File: config.mk
export PLATFORM = sky130hd
export DESIGN_NAME = systolic_feeder
export DESIGN_NICKNAME = d
export VERILOG_FILES = /design/src/rtl/systolic_feeder.sv
export SDC_FILE = /design/constraint.sdc
export NUM_CORES = 1
export LEC_CHECK = 0
export ABC_AREA = 1
export CAP_MARGIN = 15
export CORE_MARGIN = 5
export CORE_UTILIZATION = 50
export DETAILED_ROUTE_END_ITERATION = 16
export GPL_TIMING_DRIVEN = 0
export PLACE_DENSITY = 0.73
export SETUP_SLACK_MARGIN = 0.15
export SLEW_MARGIN = 20
export SYNTH_ARGS = -nofsm -noshare
export SYNTH_HDL_FRONTEND = slang
export SYNTH_SLANG_ARGS = --single-unit
File: constraint.sdc
create_clock -name clk -period 2.4 [get_ports clk]
set_input_delay 0.48 -clock clk [delete_from_list [all_inputs] [get_ports clk]]
set_output_delay 0.48 -clock clk [all_outputs]
set_load 0.005 [all_outputs]
File: src/rtl/systolic_feeder.sv
// Operand sequencer for an NxN systolic MAC array: holds A/B banks and
// streams skewed rows/columns. Ports: write port, start, status, array drive.
module systolic_feeder #(
  parameter int MATRIX_SIZE = 3,
  parameter int DATA_WIDTH  = 8
) (
  input  logic                              clk,
  input  logic                              rst,
  input  logic                              a_wr_en,
  input  logic                              b_wr_en,
  input  logic [$clog2(MATRIX_SIZE)-1:0]    wr_row,
  input  logic [DATA_WIDTH*MATRIX_SIZE-1:0] wr_data,
  input  logic                              start,
  output logic                              busy,
  output logic                              done,
  output logic                              acc_rst,
  output logic                              acc_en,
  output logic                              shift_en,
  output logic [DATA_WIDTH*MATRIX_SIZE-1:0] left_flat,
  output logic [DATA_WIDTH*MATRIX_SIZE-1:0] top_flat
);

  localparam int N    = MATRIX_SIZE;
  localparam int DW   = DATA_WIDTH;
  localparam int TW   = $clog2(3*N-1);
  localparam int LAST = 3*N-3;

  typedef enum logic [1:0] {
    S_IDLE,
    S_CLEAR,
    S_STREAM,
    S_DONE
  } state_t;

  state_t state_q, state_d;
  logic [TW-1:0] t_q, t_d;
  logic [DW-1:0] a_q [N][N];
  logic [DW-1:0] a_d [N][N];
  logic [DW-1:0] b_q [N][N];
  logic [DW-1:0] b_d [N][N];

  always_comb begin
    state_d = state_q;
    t_d     = t_q;
    unique case (state_q)
      S_IDLE:   if (start) state_d = S_CLEAR;
      S_CLEAR: begin
        state_d = S_STREAM;
        t_d     = '0;
      end
      S_STREAM: begin
        if (t_q == TW'(LAST)) state_d = S_DONE;
        else t_d = t_q + 1'b1;
      end
      S_DONE:   state_d = S_IDLE;
      default:  state_d = S_IDLE;
    endcase
  end

  // Rows outside 0..N-1 match no r and are dropped.
  always_comb begin
    a_d = a_q;
    b_d = b_q;
    if (state_q == S_IDLE) begin
      for (int r = 0; r < N; r++) begin
        if (32'(wr_row) == r) begin
          for (int k = 0; k < N; k++) begin
            if (a_wr_en) a_d[r][k] = wr_data[k*DW +: DW];
            if (b_wr_en) b_d[r][k] = wr_data[k*DW +: DW];
          end
        end
      end
    end
  end

  always_ff @(posedge clk) begin
    if (rst) begin
      state_q <= S_IDLE;
      t_q     <= '0;
      a_q     <= '{default: '0};
      b_q     <= '{default: '0};
    end else begin
      state_q <= state_d;
      t_q     <= t_d;
      a_q     <= a_d;
      b_q     <= b_d;
    end
  end

  // Lane i carries A[i][t-i]; lane j carries B[t-j][j].
  // Any lane with no matching k stays zero, forming the skew bubbles.
  always_comb begin
    busy      = 1'b0;
    done      = 1'b0;
    acc_rst   = 1'b0;
    acc_en    = 1'b0;
    shift_en  = 1'b0;
    left_flat = '0;
    top_flat  = '0;
    unique case (state_q)
      S_CLEAR: begin
        busy    = 1'b1;
        acc_rst = 1'b1;
      end
      S_STREAM: begin
        busy     = 1'b1;
        acc_en   = 1'b1;
        shift_en = 1'b1;
        for (int i = 0; i < N; i++) begin
          for (int k = 0; k < N; k++) begin
            if (32'(t_q) == i + k) begin
              left_flat[i*DW +: DW] = a_q[i][k];
              top_flat[i*DW +: DW]  = b_q[k][i];
            end
          end
        end
      end
      S_DONE: begin
        busy = 1'b1;
        done = 1'b1;
      end
      default: ;
    endcase
  end

endmodule

==> metrics.txt <==
# TYPE chip_impl_metric gauge
chip_impl_metric{name="fin_ws",unit="ns"} -0.06264
chip_impl_metric{name="global_route_wire_length_before_repair",unit="um"} 42130
chip_impl_metric{name="synth.yosys.warnings",unit=""} 0
chip_impl_metric{name="drc_errors",unit=""} 0
chip_impl_metric{name="detail_route.vias_per_cell",unit=""} 5.495
chip_impl_info{name="most_instantiated_flip_flop_cell_in_the_synthesis_netlist",value="sky130_fd_sc_hd__dfxtp_1"} 1
chip_impl_metric{name="cts_made_buffers",unit=""} 17
chip_impl_metric{name="seqCellArea",unit="um^2"} 2995
chip_impl_metric{name="area_growth_syn_to_layout",unit="%"} 35.75
chip_impl_metric{name="post_drt_wl_per_cell",unit="um"} 18.03
chip_impl_metric{name="final.period_utilization",unit="%"} 102.6
chip_impl_metric{name="grt_antenna_before_repair",unit=""} 0
chip_impl_metric{name="clock_transition_at_the_registers_of_the_reported_paths",unit="ns"} 0.06
chip_impl_info{name="netlist_top_cells_area",value="sky130_fd_sc_hd__dfxtp_1 (39%), sky130_fd_sc_hd__nand2_1 (17%), sky130_fd_sc_hd__nor2_1 (17%)"} 1
chip_impl_metric{name="layout.cells.non_filler",unit=""} 1556
chip_impl_info{name="worst_setup_path_end_kind",value="primary output"} 1
chip_impl_metric{name="core.rowCount",unit=""} 45
chip_impl_metric{name="postRouteAntennaNets",unit=""} 0
chip_impl_metric{name="cp_data_required_time",unit="ns"} 1.92
chip_impl_metric{name="cell_area_reported_after_detailed_placement",unit="um^2"} 8630
chip_impl_info{name="grt.busiest_layer",value="met2"} 1
chip_impl_metric{name="totalPowerFinal",unit="uW"} 8700
chip_impl_metric{name="critical_path_arrival",unit="ns"} 1.98
chip_impl_metric{name="postLayoutCoreUtil",unit="%"} 68.30
chip_impl_info{name="root_buffer",value="sky130_fd_sc_hd__clkbuf_16"} 1
chip_impl_metric{name="worst_ir_drop_vdd",unit="mV"} 0.5397
chip_impl_metric{name="ys_seq_area_share",unit="%"} 39.44
chip_impl_metric{name="synth.ff_latch_count",unit=""} 149
chip_impl_info{name="yosysMostFrequentCell",value="sky130_fd_sc_hd__nand2_1"} 1
chip_impl_metric{name="placement.io_buffers",unit=""} 83
chip_impl_metric{name="grt_use_met2",unit="%"} 50.00
chip_impl_metric{name="mappedNetlistArea",unit="um^2"} 7564
chip_impl_metric{name="synth_cells",unit=""} 1221
chip_impl_metric{name="post-synth-top-area-fraction",unit="%"} 39.44
chip_impl_metric{name="drive_above_1_share",unit="%"} 21.86
chip_impl_metric{name="boundaryPins",unit=""} 84
chip_impl_metric{name="grt_remaining_overflow",unit=""} 0
chip_impl_info{name="setup.worst_path.start_class",value="flop"} 1
chip_impl_metric{name="yosys.cell_types.count",unit=""} 19
chip_impl_info{name="slowest_stage",value="sky130_fd_sc_hd__dfxtp_4"} 1
chip_impl_metric{name="critical_path.max_stage_delay",unit="ns"} 0.37
chip_impl_metric{name="total_wirelength_of_the_detailed_routed_design",unit="um"} 28050
chip_impl_metric{name="first_global_vias",unit=""} 7809
chip_impl_info{name="min_path_type",value="flop to flop"} 1
chip_impl_metric{name="fin_crit",unit="ns"} 2.463
chip_impl_metric{name="cts-htree-levels",unit=""} 4
chip_impl_metric{name="clock.fmax",unit="GHz"} 0.4061
chip_impl_metric{name="multiInputGateArea",unit="um^2"} 4364
chip_impl_info{name="tritoncts",value="built"} 1
chip_impl_info{name="type_of_the_worst_setup_path",value="flop to primary output"} 1
chip_impl_info{name="run_status",value="finished with violations"} 1
chip_impl_metric{name="detailroute.via_count",unit=""} 8550
chip_impl_metric{name="numClockSinks",unit=""} 149
chip_impl_metric{name="die_h",unit="um"} 133.0
chip_impl_info{name="post-synth-top-area-cell",value="sky130_fd_sc_hd__dfxtp_1"} 1
chip_impl_info{name="synth.top_cells.by_count",value="sky130_fd_sc_hd__nand2_1 (351), sky130_fd_sc_hd__nor2_1 (339), sky130_fd_sc_hd__dfxtp_1 (149), sky130_fd_sc_hd__nand3_1 (100), sky130_fd_sc_hd__a21oi_1 (69)"} 1
chip_impl_metric{name="largest_fanout_on_the_critical_path",unit=""} 6
chip_impl_metric{name="place_ws",unit="ns"} -0.7166
chip_impl_info{name="path_cells",value="inv_4, ha_4, buf_12, inv_8, nor2_4, buf_6, nand3_2, a21oi_2, buf_2"} 1
chip_impl_metric{name="synth_nets",unit=""} 1262
chip_impl_metric{name="setup_viol",unit=""} 21
chip_impl_metric{name="floorplan.initialDensity",unit="%"} 50.31
chip_impl_metric{name="slew_headroom",unit="%"} 51.14
chip_impl_metric{name="grt.met1_usage",unit="%"} 38.43
chip_impl_metric{name="grt_max_degree",unit=""} 17
chip_impl_metric{name="met3_usage",unit="%"} 6.084
chip_impl_metric{name="finalWeightedCongestion",unit=""} 0.9023
chip_impl_info{name="violated_checks",value="negative setup slack"} 1
chip_impl_metric{name="synth_enable_flop_cells",unit=""} 0
chip_impl_metric{name="hpwlAfterDp",unit="um"} 17620
chip_impl_metric{name="floorplan.die_area",unit="um^2"} 17690
chip_impl_metric{name="design_area",unit="um^2"} 10270
chip_impl_metric{name="placed_cells",unit=""} 1492
chip_impl_metric{name="async_flop_share",unit="%"} 0
chip_impl_metric{name="timing_max_transition_violations_final",unit=""} 0
chip_impl_metric{name="clk_path_buf_depth",unit=""} 2
chip_impl_metric{name="antenna_cells",unit=""} 0
chip_impl_info{name="grt_setup_unrepaired",value="yes"} 1
chip_impl_metric{name="die_width",unit="um"} 133.0
chip_impl_metric{name="pwr_density_cell",unit="nW/um^2"} 847.4
chip_impl_metric{name="drt_first_pass_iters",unit=""} 6
chip_impl_metric{name="tightestPinTransition",unit="ns"} 0.7329
chip_impl_metric{name="final.setup_skew",unit="ns"} 0.005361
chip_impl_metric{name="max_cap_viol_count",unit=""} 0
chip_impl_metric{name="filler_cell_count",unit=""} 1294
chip_impl_metric{name="fp.coreArea",unit="um^2"} 15030
chip_impl_metric{name="power.leakage",unit="uW"} 0.004532
chip_impl_metric{name="report.final.hold_viol_count",unit=""} 0
chip_impl_metric{name="aggregate_global_route_resource_usage",unit="%"} 30.61
chip_impl_metric{name="clk-insertion-delay-late",unit="ns"} 0.43
chip_impl_metric{name="avgSynthCellArea",unit="um^2"} 6.195
chip_impl_metric{name="design.final.nets",unit=""} 1396
chip_impl_metric{name="detailedRoute.firstIterationViolations",unit=""} 975
## stage by stage
step | TNS (ns) | hold slack (ns)
floorplan | 0 | 0.4463
global placement | -24.68 | 0.4551
detailed placement | -24.76 | 0.4618
CTS | -0.3234 | 0.4808
global route | -2.332 | 0.4990
finish | -0.5779 | 0.4796
## worst max-delay path, delay by kind of cell, from the launching register on
kind / cells / cell delay, ns
buf+inv: 5 / 0.60
flops: 1 / 0.37
simple gates: 2 / 0.25
compound gates: 1 / 0.19
fa+ha+maj: 1 / 0.14
## cells in the final DEF, fill, tap and decap left out, drive strengths merged, types with 2 or more instances in the layout
cell and n:
bufinv 3, nand3 100, nor2 345, inv 57, dlygate4sd2 2, dfxtp 149, clkinv 4, clkdlybuf4s50 35
o21ai 48, clkinvlp 3, a21oi 69, clkbuf 47, buf 140, ha 10, nand2 354
## logic make-up (layout without fill, tap and decap cells)
family                     after synthesis  in the layout  share of synthesized area [%]
buffers and inverters                  145            292                          9.396
and+or+nand+nor                        800            800                          41.77
AOI/OAI and AO/OA                      117            117                          7.742
DFF                                    149            149                          39.44
adders and majority gates               10             10                          1.654
## routing by layer
| layer | wire length, um | part of all wire [%] |
|---|---|---|
| met4 | 1629 | 5.8 |
| met2 | 12790 | 46 |
| met5 | 0 | 0 |
| met1 | 11110 | 40 |
| met3 | 2522 | 9.0 |
## flip-flops by register name, summed over array words and instances (netlist names)
| signal | count |
|---|---|
| a_q | 72 |
| t_q | 3 |
| b_q | 72 |
| state_q | 2 |
## power by group
part / internal (uW) / leakage, uW / switching [uW]
Sequential: 2760 / 0.00122 / 190
Clock: 1780 / 0.000305 / 1110
Combinational: 1190 / 0.00301 / 1670
Total: 5740 / 0.00453 / 2960
## path summary, 6_finish.rpt
check / from / to / slack (ns) / depth (start not counted)
worst max-delay path: t_q[0] / top_flat[23] / -0.06 / 9
worst min-delay path: b_q[4] / b_q[4] / 0.48 / 2
worst max register to register: state_q[1] / a_q[5] / 0.72 / 8
worst min register to register: b_q[4] / b_q[4] / 0.48 / 2
## timing repair
action                                  CTS  global route
gates cloned                              7             1
endpoints found under the setup margin   48            48
hold buffers                              0             0
pin swaps                                56            47
gates resized for setup                 376            67
setup buffers                            18             6
## cell type report
| class | count | area share (%) |
|---|---|---|
| timing repair buffer | 115 | 9.798 |
| buffer | 88 | 7.592 |
| clock inverter | 10 | 1.401 |
| clock buffer | 22 | 4.814 |
| sequential | 149 | 29.17 |
| tap | 188 | 2.291 |
| multi-input combinational | 927 | 42.51 |
| inverter | 57 | 2.425 |
No activity file was read; power rests on OpenSTA's default activity.
